--- src/rtl/sprite_line_fetch.sv ---
// Per-scanline sprite fetch engine. Walks the attribute list on each line
// start, picks the sprites that cover the line being prepared, fetches one
// 16-pixel tile row per visible column from graphics ROM and hands each row
// to the line buffer as a paced draw command.
module sprite_line_fetch #(
    parameter int OBJ_AW      = 8,
    parameter int DRAW_CYCLES = 8
) (
    input  logic              clk,
    input  logic              reset,
    input  logic              line_start,
    input  logic [8:0]        line_y,
    input  logic [OBJ_AW:0]   obj_count,
    output logic [OBJ_AW-1:0] obj_addr,
    input  logic [63:0]       obj_data,
    output logic              rom_req,
    output logic [19:0]       rom_addr,
    input  logic              rom_ack,
    input  logic [63:0]       rom_data,
    output logic [63:0]       bits,
    output logic [6:0]        color,
    output logic              prio,
    output logic [9:0]        pos,
    output logic              we,
    output logic              busy
);

    localparam int PW = $clog2(DRAW_CYCLES + 1);

    typedef enum logic [2:0] {
        S_IDLE, S_READ, S_WAIT, S_CHECK, S_FETCH, S_EMIT, S_NEXT
    } state_t;

    state_t          state;
    logic [OBJ_AW:0] idx;
    logic [OBJ_AW:0] cnt;
    logic [OBJ_AW:0] idx_nxt;
    logic [8:0]      ly;
    logic [PW-1:0]   pace;
    logic [2:0]      col;

    // Fields of the sprite currently being drawn
    logic [15:0]     s_tile;
    logic [6:0]      s_color;
    logic            s_prio;
    logic            s_flipx;
    logic [9:0]      s_x;
    logic [2:0]      s_last;
    logic [8:0]      s_dyf;
    logic [63:0]     row_bits;

    // Attribute decode for the word presented during CHECK
    logic [8:0]      a_y;
    logic [1:0]      a_h;
    logic [1:0]      a_w;
    logic            a_flipy;
    logic [8:0]      dy;
    logic [8:0]      height;
    logic [8:0]      dyf_chk;
    logic            hit;
    logic [2:0]      c_sel;
    logic [9:0]      pos_next;
    logic            unused_attr;

    assign a_y      = obj_data[8:0];
    assign a_h      = obj_data[10:9];
    assign a_w      = obj_data[12:11];
    assign a_flipy  = obj_data[41];
    assign dy       = ly - a_y;
    assign height   = 9'd16 << a_h;
    assign hit      = (dy < height);
    assign dyf_chk  = a_flipy ? (height - 9'd1 - dy) : dy;
    assign idx_nxt  = idx + 1'b1;
    // Horizontal flip mirrors the column order as well as the pixels
    assign c_sel    = s_flipx ? (s_last - col) : col;
    assign pos_next = s_x + {3'b000, c_sel, 4'b0000};
    assign unused_attr = ^{obj_data[63:58], obj_data[47:42], obj_data[15:13]};

    // Tile row address: columns are 8 tile numbers apart, 16-row blocks step by one
    function automatic logic [19:0] tile_row_addr(input logic [15:0] tile,
                                                  input logic [2:0]  c,
                                                  input logic [8:0]  row);
        logic [15:0] tn;
        tn = tile + {10'b0, c, 3'b000} + {11'b0, row[8:4]};
        return {tn, row[3:0]};
    endfunction

    // Mirror pixel order inside each of the four 16-bit planes
    function automatic logic [63:0] flip_planes(input logic [63:0] d);
        logic [63:0] r;
        r = '0;
        for (int p = 0; p < 4; p++)
            for (int i = 0; i < 16; i++)
                r[p*16 + i] = d[p*16 + 15 - i];
        return r;
    endfunction

    // Sprite field latch and ROM row capture (data path, no reset needed)
    always_ff @(posedge clk) begin
        if (state == S_CHECK && hit) begin
            s_tile  <= obj_data[31:16];
            s_color <= obj_data[38:32];
            s_prio  <= obj_data[39];
            s_flipx <= obj_data[40];
            s_x     <= obj_data[57:48];
            s_last  <= (3'd1 << a_w) - 3'd1;
            s_dyf   <= dyf_chk;
        end
        if (state == S_FETCH && rom_ack)
            row_bits <= s_flipx ? flip_planes(rom_data) : rom_data;
    end

    // List walk / fetch / emit controller with registered outputs
    always_ff @(posedge clk or posedge reset) begin
        if (reset) begin
            state    <= S_IDLE;
            idx      <= '0;
            cnt      <= '0;
            ly       <= '0;
            pace     <= '0;
            col      <= '0;
            obj_addr <= '0;
            rom_req  <= 1'b0;
            rom_addr <= '0;
            bits     <= '0;
            color    <= '0;
            prio     <= 1'b0;
            pos      <= '0;
            we       <= 1'b0;
            busy     <= 1'b0;
        end else begin
            we <= 1'b0;
            if (pace != '0)
                pace <= pace - 1'b1;
            if (line_start) begin
                // A new line always restarts the walk; pacing keeps running
                state   <= S_READ;
                idx     <= '0;
                cnt     <= obj_count;
                ly      <= line_y;
                busy    <= 1'b1;
                rom_req <= 1'b0;
            end else begin
                case (state)
                    S_IDLE: ;
                    S_READ: begin
                        if (idx == cnt) begin
                            state <= S_IDLE;
                            busy  <= 1'b0;
                        end else begin
                            obj_addr <= idx[OBJ_AW-1:0];
                            state    <= S_WAIT;
                        end
                    end
                    S_WAIT: state <= S_CHECK;
                    S_CHECK: begin
                        if (hit) begin
                            col      <= 3'd0;
                            rom_req  <= 1'b1;
                            rom_addr <= tile_row_addr(obj_data[31:16], 3'd0, dyf_chk);
                            state    <= S_FETCH;
                        end else begin
                            state <= S_NEXT;
                        end
                    end
                    S_FETCH: begin
                        if (rom_ack) begin
                            rom_req <= 1'b0;
                            state   <= S_EMIT;
                        end
                    end
                    S_EMIT: begin
                        if (pace == '0) begin
                            we    <= 1'b1;
                            bits  <= row_bits;
                            color <= s_color;
                            prio  <= s_prio;
                            pos   <= pos_next;
                            pace  <= PW'(DRAW_CYCLES - 1);
                            if (col != s_last) begin
                                col      <= col + 3'd1;
                                rom_req  <= 1'b1;
                                rom_addr <= tile_row_addr(s_tile, col + 3'd1, s_dyf);
                                state    <= S_FETCH;
                            end else begin
                                state <= S_NEXT;
                            end
                        end
                    end
                    S_NEXT: begin
                        idx <= idx_nxt;
                        if (idx_nxt == cnt) begin
                            state <= S_IDLE;
                            busy  <= 1'b0;
                        end else begin
                            state <= S_READ;
                        end
                    end
                    default: state <= S_IDLE;
                endcase
            end
        end
    end

endmodule

--- config.mk ---
export PLATFORM = sky130hd
export DESIGN_NAME = sprite_line_fetch
export DESIGN_NICKNAME = d
export VERILOG_FILES = /design/src/rtl/sprite_line_fetch.sv
export SDC_FILE = /design/constraint.sdc
export NUM_CORES = 1
export LEC_CHECK = 0
export CORE_MARGIN = 2
export CORE_UTILIZATION = 40
export DETAILED_ROUTE_END_ITERATION = 6
export PLACE_DENSITY = 0.68
export RECOVER_POWER = 100
export SETUP_SLACK_MARGIN = 0.1
export SKIP_LAST_GASP = 1
export SLEW_MARGIN = 20
export SYNTH_ARGS = -nofsm -noshare
export SYNTH_HDL_FRONTEND = slang
export SYNTH_SLANG_ARGS = --single-unit
export TNS_END_PERCENT = 100
--- constraint.sdc ---
create_clock -name clk -period 5.9 [get_ports clk]
set_input_delay 1.475 -clock clk [delete_from_list [all_inputs] [get_ports clk]]
set_output_delay 1.475 -clock clk [all_outputs]
set_load 0.02 [all_outputs]
# ---- Word-level counts from Yosys, hierarchy flattened
# Cells that the tools add are included.
# W data, S select, Z words.
dict set report word_totals {
  word_cells 112
  output_inout_bits 113
  ff_bits 261
  input_bits 150
}
dict set report op_classes {
  n_eq_ne 19
  reduce_logical 15
  shift 2
  n_mux 38
  n_lt_le_gt_ge 1
  add_sub_neg 12
  bitwise_logic 2
}
# cell count
set ops {}
lappend ops {{$mux W64} 1}
lappend ops {{$mux W20} 3}
lappend ops {{$pmux W20 S2} 1}
lappend ops {{$add A16 B5 Y16} 2}
lappend ops {{$mux W9} 3}
lappend ops {{$mux W3} 7}
lappend ops {{$pmux W3 S7} 1}
lappend ops {{$eq A9 B9 Y1} 2}
lappend ops {{$ne A3 B3 Y1 const B} 6}
lappend ops {{$sub A9 B9 Y9} 2}
lappend ops {{$add A16 B6 Y16} 1}
lappend ops {{$mux W4} 4}
lappend ops {{$mux W1} 12}
lappend ops {{$reduce_and A3 Y1} 4}
lappend ops {{$add A10 B7 Y10} 1}
lappend ops {{$reduce_and A5 Y1} 2}
lappend ops {{$add A9 B1 Y9 const B} 1}
lappend ops {{$eq A3 B3 Y1 const B} 3}
lappend ops {{$lt A9 B9 Y1} 1}
lappend ops {{$shl A5 B2 Y9 const A} 1}
lappend ops {{$sub A9 B1 Y9 const B} 1}
lappend ops {{$ne A2 B2 Y1 const B} 4}
lappend ops {{$reduce_bool A4 Y1} 2}
lappend ops {{$eq A3 B2 Y1 const B} 2}
lappend ops {{other kinds (17)} 22}

# ---- Logic depth before layout (Yosys ltp)
dict set report logic_depth {
  depth_word 7
  ltp_mapped 23
  ltp_nobuf 22
}

# ---- Worst setup path after synthesis
# Ideal clock, no wire load.
dict set report synth_path {
  path_type {input port to flip-flop}
  startpoint {input port rom_ack}
  endpoint {register row_bits[0], enable pin}
  setup_ns 0.567
  slack_ns -0.583
  t_arrival_ns 5.916
  n_path_buf 0
  t_required_ns 5.333
  cell_stages 2
  cell_sequence {nand2_1 -> nor3_1}
}
dict set report synth_between {
  elab_chain_cells 1
}
# item line_no
set synth_rtl {}
lappend synth_rtl {{start, declared} 18} ;# input logic rom_ack,
lappend synth_rtl {{$logic_and A1 B1 Y1} 109} ;# if (state == S_FETCH && rom_ack)
lappend synth_rtl {{end signal, assigned} 110} ;# row_bits <= s_flipx ? flip_planes(rom_data) : rom_data;
lappend synth_rtl {{end, declared} 50} ;# logic [63:0] row_bits;
# Every way passes these cells.
# A chain may end at the register's enable or synchronous reset.

# ---- Worst setup path after layout
dict set report layout_path {
  startpoint {input port obj_data[1]}
  endpoint {register rom_addr[9]}
}
dict set report layout_between {
  elab_chain_cells 6
  word_cells_on_any_way 9
  classes_between {add/sub: 3; order compare: 1; eq/ne: 1; mux: 3; reduce/logical: 1}
}
# item line_no
set layout_rtl {}
lappend layout_rtl {{start, declared} 15} ;# input logic [63:0] obj_data,
lappend layout_rtl {{$sub A9 B9 Y9 *} 69} ;# assign dy = ly - a_y;
lappend layout_rtl {{$sub A9 B9 Y9} 72} ;# assign dyf_chk = a_flipy ? (height - 9'd1 - dy) : dy;
lappend layout_rtl {{$mux W9 *} 72}
lappend layout_rtl {{named net dyf_chk[5]} 59} ;# logic [8:0] dyf_chk;
lappend layout_rtl {{$add A16 B5 Y16 *} 84} ;# tn = tile + {10'b0, c, 3'b000} + {11'b0, row[8:4]};
lappend layout_rtl {{$mux W20 *} 157} ;# if (hit) begin
lappend layout_rtl {{$pmux W20 S2 *} 144} ;# case (state)
lappend layout_rtl {{end signal, assigned} 160} ;# rom_addr <= tile_row_addr(obj_data[31:16], 3'd0, dyf_chk);
lappend layout_rtl {{end signal, assigned} 183} ;# rom_addr <= tile_row_addr(s_tile, col + 3'd1, s_dyf);
lappend layout_rtl {{end, declared} 17} ;# output logic [19:0] rom_addr,
# The timed path passes the listed nets; every way through them passes the cells marked *. The select of a mux whose other input is x is not followed.

==> flow_metrics.py <==
metrics = {
    "clock_network": {
        "clk_latency_ns": 0.54,
        "cts_num_sinks": 261,
        "cts_max_path_buffers": 3,
        "ctsHtreeMaxLevel": 1,
        "cts_buffers": 29,
        "clkTransAtPathRegs_ns": 0.06,
        "cts_tree": "yes",
        "root_buffer": "clkbuf_16",
        "cts_hold_buf": 0,
    },
    "sta": {
        "drv_slew": 350,
        "finClkSkew_ns": 0.01155,
        "setup_violations": 0,
        "fin_crit_ns": 5.541,
        "tns_ns": 0,
        "hold_violations": 0,
        "period_share_pct": 93.92,
        "worst_pin_slew_ns": 3.947,
        "timing.fmax_ghz": 0.1805,
        "rsz0062_at_grt": "yes",
        "slew_headroom_pct": -163.1,
    },
    "floorplanning": {
        "coreArea_um2": 30670,
        "start_util_pct": 40.78,
        "io_pins": 263,
        "die_area_um2": 32700,
        "row_count": 64,
        "die_x_um": 180.8,
        "fp.dieH_um": 180.8,
    },
    "critical_path": {
        "arrival_ns": 5.96,
        "cpMaxStageDelayCell": "fa_1",
        "cp-start-kind": "input port",
        "cp_max_fo": 3,
        "cp_cell_sequence": "clkdlybuf4s50_1 > inv_1 > buf_4 > fa_1 > nand2_1 > nand2_1 > a21oi_1 > xor2_1 > ha_1 > inv_1 > fa_1 > a221oi_1 > clkbuf_1 > ha_1 > a211oi_2 > clkbuf_4 > o21bai_1 > a21oi_1 > xor2_1 > o22ai_1 > mux2_4",
        "cp_top_family": "adder cells",
        "cp-end-kind": "flop",
        "cp.required_ns": 6.32,
        "crit_buf_inv": 6,
        "critPathKind": "in2reg",
        "max_stage_delay_ns": 0.47,
    },
    "grt": {
        "grt_pass1_vias": 8845,
        "overflow": 0,
        "grt_max_degree": 89,
        "grt_pass1_wl_um": 47020,
        "globalRouteTotalUtil_pct": 17.67,
        "grt_antenna_before_repair": 2,
    },
    "placed_design": {
        "io_buffers": 247,
        "place.gp.congestion": 0.8251,
        "hpwl_um": 20360,
        "dpl_cell_area_um2": 15530,
        "placed_cells": 1710,
    },
    "synth": {
        "syn_area_per_cell_um2": 11.55,
        "ys_seq_area_share_pct": 56.66,
        "syn-num-nets": 1281,
        "synth-async-reset-ratio_pct": 57.47,
        "synth-edff-count": 111,
        "yosysTopAreaCell": "dfrtp_1",
        "yosysWarnings": 0,
        "synth.area.top_cells": "dfrtp_1 30%, edfxtp_1 27%, mux2_2 8.4%",
        "ys_ff_latch": 261,
        "synth.cell_area_um2": 12510,
        "synth_cell_types": 59,
        "yosysTopAreaCellShare_pct": 30.01,
        "ys.flop_type": "dfrtp_1",
        "postSynthCellCount": 1083,
    },
    "layout": {
        "area_delta_synth_final_pct": 31.61,
        "mostFrequentLayoutCells": "272 x nand2_1, 152 x dlygate4sd3_1, 150 x dfrtp_1",
        "final_nets": 1547,
        "final_common_cell": "nand2_1",
        "fillers": 2667,
        "finalInstanceArea_um2": 16460,
        "final_layout_size_suffix_gt1_share_pct": 14.00,
        "layout.cells.non_filler": 1769,
    },
    "drt": {
        "vias": 8850,
        "vias_per_cell": 5.003,
        "drt-total-wl_um": 29430,
        "wl_per_cell_um": 16.63,
        "drtIter0Drc": 526,
        "firstDrtPassIters": 6,
        "ant_nets": 0,
        "drc_errors": 0,
    },
    "pwr": {
        "ir_drop_v": 0.0002242,
        "power_frac_seq_pct": 38.9,
        "power-per-cell-area_nw_per_um2": 363.3,
        "p_switching_mw": 1.868,
        "comb_power_share_pct": 30.7,
        "power_frac_clock_pct": 30.4,
        "p_leak_nw": 7.379,
        "p_int_mw": 4.113,
        "switching_share_pct": 31.23,
    },
    "outcome": {
        "violations": "capacitance limit, slew limit",
        "status": "complete, but fails checks",
    },
    "flow_run": {
        "drv_cap": 5,
    },
    "min_path": {
        "hold_path.class": "reg2reg",
    },
}
[sequential cells by signal, indices dropped and copies added, names as in the netlist]
name,flops
busy,1
s_tile,16
pace,4
we,1
ly,9
idx,9
s_color,7
color,7
rom_req,1
state,3
s_last,3
prio,1
bits,64
row_bits,64
s_dyf,9
pos,10
cnt,9
obj_addr,8
rom_addr,20
s_prio,1
col,3
s_flipx,1
s_x,10
[through the flow]
step	hold WS [ns]	utilization, %	power, mW	worst slack, ns
after floorplan	0.4146	-	3.468	0.3886
after global placement	0.4173	50.63	4.272	-0.2532
after detailed placement	0.4210	50.63	4.316	-0.2976
after CTS	0.4365	53.81	6.169	0.2575
after global routing	0.4444	53.66	6.318	0.05760
final	0.4342	53.67	5.981	0.3589
[worst paths after layout]
check / startpoint / endpoint / cells after the start / slack [ns]
min reg2reg: row_bits[8] / bits[8] / 2 / 0.43
max: obj_data[1] / rom_addr[9] / 21 / 0.36
max in group asynchronous: reset / rom_addr[17] / 3 / 0.94
min in group asynchronous: reset / obj_addr[3] / 2 / 2.70
max reg2reg: pace[0] / pos[8] / 6 / 1.27
min: row_bits[8] / bits[8] / 2 / 0.43
[power by group through the flow]
stage / Sequential (mW) / Combinational (mW) / Clock (mW)
6_report: 2.32 / 1.84 / 1.82
5_1_grt: 2.36 / 2.01 / 1.94
4_1_cts: 2.34 / 1.96 / 1.87
3_5_place_dp: 2.37 / 1.94 / 0
3_3_place_gp: 2.36 / 1.91 / 0
2_1_floorplan: 2.60 / 0.868 / 0
[routing by layer]
metal	track usage [%]	part of all wire, %	wire (µm)	vias up
li1	-	-	-	4279
met1	23.49	43	12630	4277
met2	29.92	48	14170	256
met3	3.648	7.5	2212	38
met4	3.710	1.4	408	0
met5	0	0	0	-
[cell families (layout without fill, tap and decap cells)]
logic type | after synthesis | in the layout | share of synthesized area, %
DFF | 261 | 261 | 56.66
and+or+nand+nor | 376 | 376 | 12.75
xor gates and xnor gates | 65 | 65 | 4.552
AOI/OAI and AO/OA | 113 | 113 | 6.153
buffers and inverters | 96 | 384 | 3.231
adders and majority gates | 48 | 48 | 5.282
other | 0 | 2 | 0
muxes | 124 | 124 | 11.37
[synthesized netlist by cell type (6+ instances only)]
cell type	number
nand4_1	11
a21oi_1	19
buf_2	14
edfxtp_1	111
a211oi_1	10
ha_1	40
nand2_1	272
o21ai_0	30
clkbuf_1	29
inv_1	43
mux2i_1	18
nand3_1	13
fa_1	8
nor3_1	14
xor2_1	40
mux2_2	93
o211ai_1	6
dfrtp_1	150
xnor2_1	25
nor2_1	24
mux2_4	13
nand2b_1	7
a21o_1	7
[final cells by class]
cell class / instances / area, µm² / area share (%)
sequential: 261 / 7087 / 43.05
multi-input combinational: 726 / 4996 / 30.35
timing repair buffer: 286 / 2733 / 16.60
clock buffer: 42 / 889.6 / 5.404
tap: 396 / 495.5 / 3.010
inverter: 45 / 168.9 / 1.026
clock inverter: 11 / 86.33 / 0.5245
antenna: 2 / 5.005 / 0.03040
[worst min-delay path, delay by kind of cell (launching register included)]
kind	cells	cell delay [ns]
flops	1	0.32
simple gates	2	0.08
[repair_timing]
item	4_1_cts	5_1_grt
setup endpoints to repair	0	11
setup buffers	0	4
gates resized for setup	0	9
Note: power is estimated with default switching activity, not from simulation.
